### src/rtl/st_lvl1_accum.sv
// Level-1 partial-sum accumulator: aligns {mant,exp,sign} beats onto a fixed-point
// grid, sums one group, then normalizes. Optional build macro: ST_ACC_SATURATE_EN.
module st_lvl1_accum #(
  parameter int ACC_W     = 24,
  parameter int BLOCK_LEN = 8,
  parameter int SHIFT_MAX = ACC_W - 11,
  localparam int CNT_W    = $clog2(BLOCK_LEN + 1)
) (
  input  logic             clk,
  input  logic             rst,
  input  logic             in_valid,
  output logic             in_ready,
  input  logic [9:0]       in_mant,
  input  logic [5:0]       in_exp,
  input  logic             in_sign,
  input  logic             in_last,
  input  logic [1:0]       prec_mode,
  output logic             out_valid,
  input  logic             out_ready,
  output logic             out_sign,
  output logic [ACC_W-2:0] out_mant,
  output logic [5:0]       out_exp,
  output logic             out_zero,
  output logic             out_ovf,
  output logic [CNT_W-1:0] out_count
);

  localparam logic [1:0] S_ACC  = 2'd0;
  localparam logic [1:0] S_NORM = 2'd1;
  localparam logic [1:0] S_HOLD = 2'd2;

  localparam logic [ACC_W-1:0] ACC_MAX = {1'b0, {(ACC_W-1){1'b1}}};
  localparam logic [ACC_W-1:0] ACC_MIN = {1'b1, {(ACC_W-1){1'b0}}};
  localparam logic [5:0]       SH_MAX  = 6'(SHIFT_MAX);
  localparam logic [5:0]       TOP_BIT = 6'(ACC_W - 2);

  logic [1:0]       r_state, w_state_nxt;
  logic [ACC_W-1:0] r_acc;
  logic [CNT_W-1:0] r_cnt;
  logic             r_ovf;
  logic             r_in_rdy;
  logic             r_out_valid;

  logic             w_accept, w_clamp, w_add_ovf, w_close;
  logic [5:0]       w_sh_raw, w_sh;
  logic [ACC_W-1:0] w_mag_t, w_term, w_acc_nxt;
  logic [ACC_W:0]   w_sum;
  logic [CNT_W-1:0] w_cnt_inc;

  // Alignment and accumulation
  assign w_accept  = in_valid && r_in_rdy && (r_state == S_ACC);
  assign w_sh_raw  = (prec_mode == 2'b11) ? 6'd0 : in_exp;
  assign w_clamp   = w_sh_raw > SH_MAX;
  assign w_sh      = w_clamp ? SH_MAX : w_sh_raw;
  assign w_mag_t   = {{(ACC_W-10){1'b0}}, in_mant} << w_sh;
  assign w_term    = in_sign ? (~w_mag_t + 1'b1) : w_mag_t;
  assign w_sum     = {r_acc[ACC_W-1], r_acc} + {w_term[ACC_W-1], w_term};
  assign w_add_ovf = w_sum[ACC_W] ^ w_sum[ACC_W-1];
  assign w_cnt_inc = r_cnt + 1'b1;
  assign w_close   = in_last || (w_cnt_inc == CNT_W'(BLOCK_LEN));

`ifdef ST_ACC_SATURATE_EN
  // The extra sum bit carries the true sign, so it picks the saturation rail.
  assign w_acc_nxt = w_add_ovf ? (w_sum[ACC_W] ? ACC_MIN : ACC_MAX) : w_sum[ACC_W-1:0];
`else
  assign w_acc_nxt = w_sum[ACC_W-1:0];
`endif

  // Normalization of the finished group
  logic             w_is_min, w_zero;
  logic [ACC_W-1:0] w_mag, w_norm;
  logic [5:0]       w_lead;

  assign w_is_min = (r_acc == ACC_MIN);
  assign w_zero   = (r_acc == '0);
  assign w_mag    = w_is_min ? ACC_MAX : (r_acc[ACC_W-1] ? (~r_acc + 1'b1) : r_acc);

  always_comb begin
    w_lead = '0;
    for (int i = 0; i < ACC_W - 1; i++)
      if (w_mag[i]) w_lead = 6'(i);
  end

  assign w_norm = w_mag << (TOP_BIT - w_lead);

  always_comb begin
    w_state_nxt = r_state;
    case (r_state)
      S_ACC:   if (w_accept && w_close) w_state_nxt = S_NORM;
      S_NORM:  w_state_nxt = S_HOLD;
      S_HOLD:  if (out_ready) w_state_nxt = S_ACC;
      default: w_state_nxt = S_ACC;
    endcase
  end

  always_ff @(posedge clk) begin
    if (rst) begin
      r_state     <= S_ACC;
      r_acc       <= '0;
      r_cnt       <= '0;
      r_ovf       <= 1'b0;
      r_in_rdy    <= 1'b0;
      r_out_valid <= 1'b0;
      out_sign    <= 1'b0;
      out_mant    <= '0;
      out_exp     <= '0;
      out_zero    <= 1'b0;
      out_ovf     <= 1'b0;
      out_count   <= '0;
    end else begin
      r_state  <= w_state_nxt;
      // Registered ready keeps out_ready off the in_ready path.
      r_in_rdy <= (w_state_nxt == S_ACC);
      case (r_state)
        S_ACC: if (w_accept) begin
          r_acc <= w_acc_nxt;
          r_cnt <= w_cnt_inc;
          if (w_clamp || w_add_ovf) r_ovf <= 1'b1;
        end
        S_NORM: begin
          r_out_valid <= 1'b1;
          out_sign    <= w_zero ? 1'b0 : r_acc[ACC_W-1];
          out_mant    <= w_zero ? '0 : w_norm[ACC_W-2:0];
          out_exp     <= w_zero ? 6'd0 : w_lead;
          out_zero    <= w_zero;
          out_ovf     <= r_ovf | w_is_min;
          out_count   <= r_cnt;
        end
        S_HOLD: if (out_ready) begin
          r_out_valid <= 1'b0;
          r_acc       <= '0;
          r_cnt       <= '0;
          r_ovf       <= 1'b0;
        end
        default: ;
      endcase
    end
  end

  assign in_ready  = r_in_rdy;
  assign out_valid = r_out_valid;

endmodule

### config.mk
export PLATFORM = sky130hd
export DESIGN_NAME = st_lvl1_accum
export DESIGN_NICKNAME = d
export VERILOG_FILES = /design/src/rtl/st_lvl1_accum.sv
export SDC_FILE = /design/constraint.sdc
export NUM_CORES = 1
export LEC_CHECK = 0
export CAP_MARGIN = 20
export CORE_ASPECT_RATIO = 0.5
export CORE_MARGIN = 10
export CORE_UTILIZATION = 40
export CTS_CLUSTER_SIZE = 20
export DETAILED_ROUTE_END_ITERATION = 10
export PLACE_DENSITY = 0.65
export SLEW_MARGIN = 10
export SYNTH_ARGS = -nofsm -noshare
export SYNTH_HDL_FRONTEND = slang
export SYNTH_SLANG_ARGS = --single-unit
export TNS_END_PERCENT = 5
### constraint.sdc
create_clock -name clk -period 5.95 [get_ports clk]
set_input_delay 0.595 -clock clk [delete_from_list [all_inputs] [get_ports clk]]
set_output_delay 0.595 -clock clk [all_outputs]
set_load 0.02 [all_outputs]
# == Word level (Yosys, flattened, before mapping) ==
# Cells that the tools add are included.
# op_classes
add_sub_neg,5
order_cmp,1
n_reduce_logical,13
n_bitwise,4
muxes,44
shifts,2
eq_ne,8
# op_table
cell,count
6-bit two-way mux,24
24-bit two-way mux,5
24-bit by 1-bit adder with 24-bit output (second input constant),2
24-bit inverter,2
24-bit case mux with 2 select lines,1
24-bit by 24-bit adder with 25-bit output,1
24-bit equality test (second input constant),1
24-bit zero test,1
10-bit by 6-bit << shifter with 24-bit output,1
24-bit by 6-bit << shifter with 23-bit output,1
23-bit two-way mux,1
4-bit two-way mux,2
4-bit case mux with 2 select lines,1
6-bit by 4-bit greater-than comparator with 1-bit output (second input constant),1
2-bit case mux with 3 select lines,1
5-bit by 6-bit subtractor with 6-bit output (first input constant),1
1-bit two-way mux,5
4-bit by 1-bit adder with 4-bit output (second input constant),1
2-bit equality test (second input constant),2
4-bit equality test (second input constant),1
2-bit zero test,2
2-bit two-way mux,2
2-bit inequality test (second input constant),2
1-bit case mux with 2 select lines,2
other kinds (10),14
# word_totals
elab_cells,89
ff_bits,69
out_inout_bits,38
in_bits,24

# == Depth between registers and ports, before layout ==
# logic_depth
word_depth,29
depth_mapped,25
depth_no_buf,23

# == Worst setup path after synthesis ==
# No wires, ideal clock.
# synth_path
kind,input -> register
start,in in_exp[1]
end,reg r_acc[23]
setup_ps,131
path_buffers,1
stages,22
path_slack_ps,298
t_arrival_ps,5521
required_time_ps,5819
cell_sequence,a211oi_1 o31a_1 buf_1 mux2i_1 mux2i_1 or3b_2 a21oi_1 o21ai_0 nor4_1 a31oi_1 xnor2_1 ha_1 nor2b_1 o21ai_0 nand2b_1 or3_1 a211oi_1 nor4_1 a211o_1 a21oi_1 or3_1 a31oi_1
# synth_via
elab_chain_len,10
# synth_rtl
item,line_no,rtl
"start, declared",14,"input logic [5:0] in_exp,"
6-bit two-way mux *,52,assign w_sh_raw = (prec_mode == 2'b11) ? 6'd0 : in_exp;
6-bit by 4-bit greater-than comparator with 1-bit output,53,assign w_clamp = w_sh_raw > SH_MAX;
6-bit two-way mux *,54,assign w_sh = w_clamp ? SH_MAX : w_sh_raw;
10-bit by 6-bit << shifter with 24-bit output *,55,"assign w_mag_t = {{(ACC_W-10){1'b0}}, in_mant} << w_sh;"
24-bit inverter,56,assign w_term = in_sign ? (~w_mag_t + 1'b1) : w_mag_t;
24-bit by 1-bit adder with 24-bit output,56,
24-bit two-way mux *,56,
24-bit by 24-bit adder with 25-bit output *,57,"assign w_sum = {r_acc[ACC_W-1], r_acc} + {w_term[ACC_W-1], w_term};"
24-bit two-way mux *,115,S_ACC: if (w_accept) begin
24-bit case mux with 2 select lines *,114,case (r_state)
"end signal, assigned",116,r_acc <= w_acc_nxt;
"end, declared",38,logic [ACC_W-1:0] r_acc;
# Mark *: on every way between the ends. The rest lies on a longest branch, timed or not. The select of a mux whose other input is x is not followed.
# A chain may end at the register's enable or synchronous reset.

# == Final worst setup path ==
# layout_path
start,reg r_acc[0]
end,reg out_mant[9]
# layout_via
elab_chain_len,29
elab_cells_between_ends,31
classes_between,add/sub (2); eq/ne (1); shift (1); mux (25); bitwise (1); reduce/logical (1)
# layout_rtl
item,line_no,rtl
24-bit inverter,76,assign w_mag = w_is_min ? ACC_MAX : (r_acc[ACC_W-1] ? (~r_acc + 1'b1) : r_acc);
24-bit by 1-bit adder with 24-bit output,76,
24-bit two-way mux (2 in a row),76,
1-bit two-way mux,81,if (w_mag[i]) w_lead = 6'(i);
6-bit two-way mux (21 in a row),81,
5-bit by 6-bit subtractor with 6-bit output,84,assign w_norm = w_mag << (TOP_BIT - w_lead);
24-bit by 6-bit << shifter with 23-bit output,84,
23-bit two-way mux *,123,out_mant <= w_zero ? '0 : w_norm[ACC_W-2:0];
"end signal, assigned",123,
"end, declared",21,"output logic [ACC_W-2:0] out_mant,"
# Mark *: on every way between the ends. The rest lies on a longest branch, timed or not.

==> flow_metrics.env <==
export IMPL_final_antenna_net_count=0
export IMPL_postSynthCellCount=1049
export IMPL_final_cells=1383
export IMPL_top_layer="met4"
export IMPL_pin_count=62
export IMPL_report_final_hold_viol_count=0
export IMPL_timing_max_transition_violations_final=0
export IMPL_ir_worst_vdd_uv=218.9
export IMPL_worst_setup_path_end_kind="flop"
export IMPL_dpl_instance_area_um2=8905
export IMPL_wire_length_of_the_first_global_routing_pass_um=40120
export IMPL_asyncSetResetFlopFracSynth_pct=0
export IMPL_power_share_clock_pct=14.9
export IMPL_final_net_count=1174
export IMPL_holdCritPathClass="reg2reg"
export IMPL_dieWidth_um=217.0
export IMPL_drtPass1Iterations=6
export IMPL_power_share_combinational_pct=69.2
export IMPL_clock_sinks=68
export IMPL_cp_slowest_cell="xnor2_2"
export IMPL_synthesis_nets=1104
export IMPL_netSwitchingFraction_pct=48.96
export IMPL_layout_cells_most_common="nand2_1"
export IMPL_layout_cells_most_common_list="108 x nand2_1, 97 x nor2_1, 84 x a21oi_1, 76 x buf_4, 68 x dfxtp_1"
export IMPL_number_of_synthesized_flops_with_an_enable_pin=0
export IMPL_timing_setup_critical_path_class="reg2reg"
export IMPL_int_power_mw=1.705
export IMPL_start_util_pct=41.50
export IMPL_crit_reg2reg_launch="r_acc[0]"
export IMPL_post_dr_vias_cell=5.971
export IMPL_n_fill_cell=1843
export IMPL_cts_inserted_buffers=9
export IMPL_cp_max_stage_delay_ns=0.71
export IMPL_max_frequency_mhz=179.5
export IMPL_clk_transition_reported_paths_ns=0.06
export IMPL_antenna_diode_count=0
export IMPL_synthFlopType="dfxtp_1"
export IMPL_maxCapViolCount=0
export IMPL_path_cells="inv_1 -> ha_1 -> or4b_1 -> o41ai_1 -> xnor2_1 -> nand2b_1 -> or3_1 -> o31ai_1 -> a311oi_1 -> or2_2 -> ha_1 -> xnor2_2 -> nor2_1 -> a222oi_1 -> nand3_1 -> a21oi_1"
export IMPL_timing_clock_skew_ns=0.006478
export IMPL_finish_instance_area_um2=9236
export IMPL_yosys_cell_types_count=100
export IMPL_crit_path_start="r_acc[0]"
export IMPL_drc=0
export IMPL_route_layer_met1_wl_um=11460
export IMPL_clock_tree_buffer_depth=2
export IMPL_gp_congestion=0.9276
export IMPL_design_core_area_um2=18700
export IMPL_cellLeakagePower_nw=3.659
export IMPL_numPlacedInstances=1366
export IMPL_detail_route_wl_per_cell_um=17.67
export IMPL_critical_path_top_cell_by_count="ha_1"
export IMPL_most_area_hungry_cell_type_in_the_yosys_netlist="dfxtp_1"
export IMPL_netlist_area_leader_share_pct=17.54
export IMPL_avgSynthCellArea_um2=7.397
export IMPL_buffer_ports_inserted=60
export IMPL_drt_first_iter_violations=711
export IMPL_yosysSeqAreaShare_pct=17.54
export IMPL_grt_start_max_net_pins=59
export IMPL_worst_path_max_fanout=13
export IMPL_synth_area_leaders="dfxtp_1 18%, a21oi_1 5.5%, nand2_1 5.2%, mux2i_1 5.2%, ha_1 4.8%"
export IMPL_grt_setup_unrepaired="false"
export IMPL_layout_area_overhead_vs_synth_pct=19.03
export IMPL_detailroute_via_count=8258
export IMPL_met3_length_um=1429
export IMPL_fin_crit_share_pct=93.64
export IMPL_clock_insertion_delay_worst_skew_ns=0.33
export IMPL_drive_gt1_share_pct=14.23
export IMPL_cts_root_buffer="clkbuf_16"
export IMPL_critPathRequiredTime_ns=6.21
export IMPL_htree_num_levels=3
export IMPL_synth_cell_area_um2=7760
export IMPL_relSlewSlack_pct=34.90
export IMPL_die_ht_um=118.5
export IMPL_worst_slew_pin_transition_ns=0.9764
export IMPL_seqPwrFrac_pct=15.9
export IMPL_floorplan_rows=35
export IMPL_gr_usage_all_layers_pct=18.15
export IMPL_power_density_cell_area_nw_per_um2=361.7
export IMPL_place_hpwl_um=19010
export IMPL_setup_viol=0
export IMPL_status="complete, no violations"
export IMPL_min_period_ns=5.572
export IMPL_power_switching_mw=1.636
export IMPL_grt_antenna_before_repair=0
export IMPL_critPathLaunchType="flop"
export IMPL_postSynthRegisterBits=68
export IMPL_timing_hold_worst_start="out_exp[0]"
export IMPL_dr_wl_met2_um=11080
export IMPL_cts_tree="built"
export IMPL_worst_endpoint_arrival_ns=5.83
export IMPL_gr_ovfl_total=0
export IMPL_routed_wl_um=24440
export IMPL_postLayoutSetupSlackWorst_ns=0.3783
export IMPL_grt_pass1_vias=7813
export IMPL_die_area_um2=25710
export IMPL_place_ws_ns=-0.2784
export IMPL_synth_yosys_warnings=0
export IMPL_post_layout_total_power_mw=3.341
export IMPL_worst_hold_slack_ns=0.4564
what timing repair did:
action / in CTS / in global routing
gates resized for setup: 0 / 13
setup buffers: 0 / 1
hold buffers: 0 / 0
setup endpoints to repair: 0 / 5
worst max-delay path: cells and delay by family, from the launching register on:
family / cells / cell delay (ns)
simple gates: 6 / 1.92
xor+xnor: 2 / 0.89
flops: 1 / 0.44
buf+inv: 1 / 0.10
fa+ha+maj: 2 / 0.48
compound gates: 5 / 1.68
metrics by stage:
stage | setup TNS [ns] | util (%)
after global placement | -0.06938 | 47.62
final | 0 | 49.39
after CTS | 0 | 49.10
after global routing | 0 | 49.39
after detailed placement | -0.7481 | 47.62
after floorplan | 0 | -
power by group through the flow:
stage	combinational (mW)	clock, mW	sequential (mW)
finish	2.31	0.498	0.530
global route	2.49	0.524	0.535
CTS	2.28	0.507	0.528
detailed placement	2.27	0	0.538
global placement	2.24	0	0.537
floorplan	1.73	0	0.521
state kept, by name, indices dropped and copies added (netlist names):
signal,cells
out_mant,23
r_cnt,4
out_exp,5
r_acc,24
out_ovf,1
out_count,4
out_zero,1
in_ready,1
out_valid,1
r_state,2
out_sign,1
r_ovf,1
cells in the mapped netlist (8+ instances only):
| cell | instances |
|---|---|
| xor2_1 | 19 |
| dfxtp_1 | 68 |
| and2_1 | 12 |
| nand2_1 | 108 |
| nand2b_1 | 16 |
| mux4_2 | 12 |
| a21oi_1 | 86 |
| o31ai_1 | 15 |
| and3_1 | 13 |
| nor2b_1 | 10 |
| o21a_1 | 11 |
| mux2_2 | 10 |
| buf_2 | 13 |
| a21o_1 | 16 |
| xnor2_1 | 35 |
| clkbuf_1 | 53 |
| nor2_1 | 97 |
| or3_1 | 11 |
| a31oi_1 | 14 |
| mux2i_1 | 40 |
| o211ai_1 | 10 |
| nand3_1 | 41 |
| nor3_1 | 31 |
| a32oi_1 | 19 |
| ha_1 | 30 |
| a211oi_1 | 8 |
| a22oi_1 | 21 |
| nor4_1 | 10 |
| o21ai_0 | 64 |
| inv_1 | 18 |
final cells by class:
cell class / count / area (um^2) / area share (%)
Sequential cell: 68 / 1361 / 14.74
Timing Repair Buffer: 136 / 1171 / 12.68
Clock buffer: 9 / 225.2 / 2.438
Clock inverter: 7 / 51.30 / 0.5554
Tap cell: 259 / 324.1 / 3.509
Inverter: 20 / 77.57 / 0.8399
Multi-Input combinational cell: 884 / 6026 / 65.24
kinds of logic after synthesis:
logic type	count (synthesis)	share of synthesized area, %
DFF	68	17.54
and+or+nand+nor	393	25.41
buffers and inverters	97	5.466
adders and majority gates	31	5.095
xor gates and xnor gates	56	6.514
muxes	63	10.29
other	1	0.04833
AOI/OAI and AO/OA	340	29.64
metal layers:
metal  global-route usage, %  up-vias
met2                   28.91      287
met4                   5.471        0
met3                   2.724       36
met1                   24.68     3870
met5                       0        -
li1                        -     4065
final timing paths:
path / cells after the start / slack [ns] / endpoint
worst max-delay path: 16 / 0.38 / out_mant[9]
worst max register to register: 16 / 0.38 / out_mant[9]
worst min-delay path: 2 / 0.46 / out_exp[0]
worst min register to register: 2 / 0.46 / out_exp[0]
(Power assumes the default switching activity.)
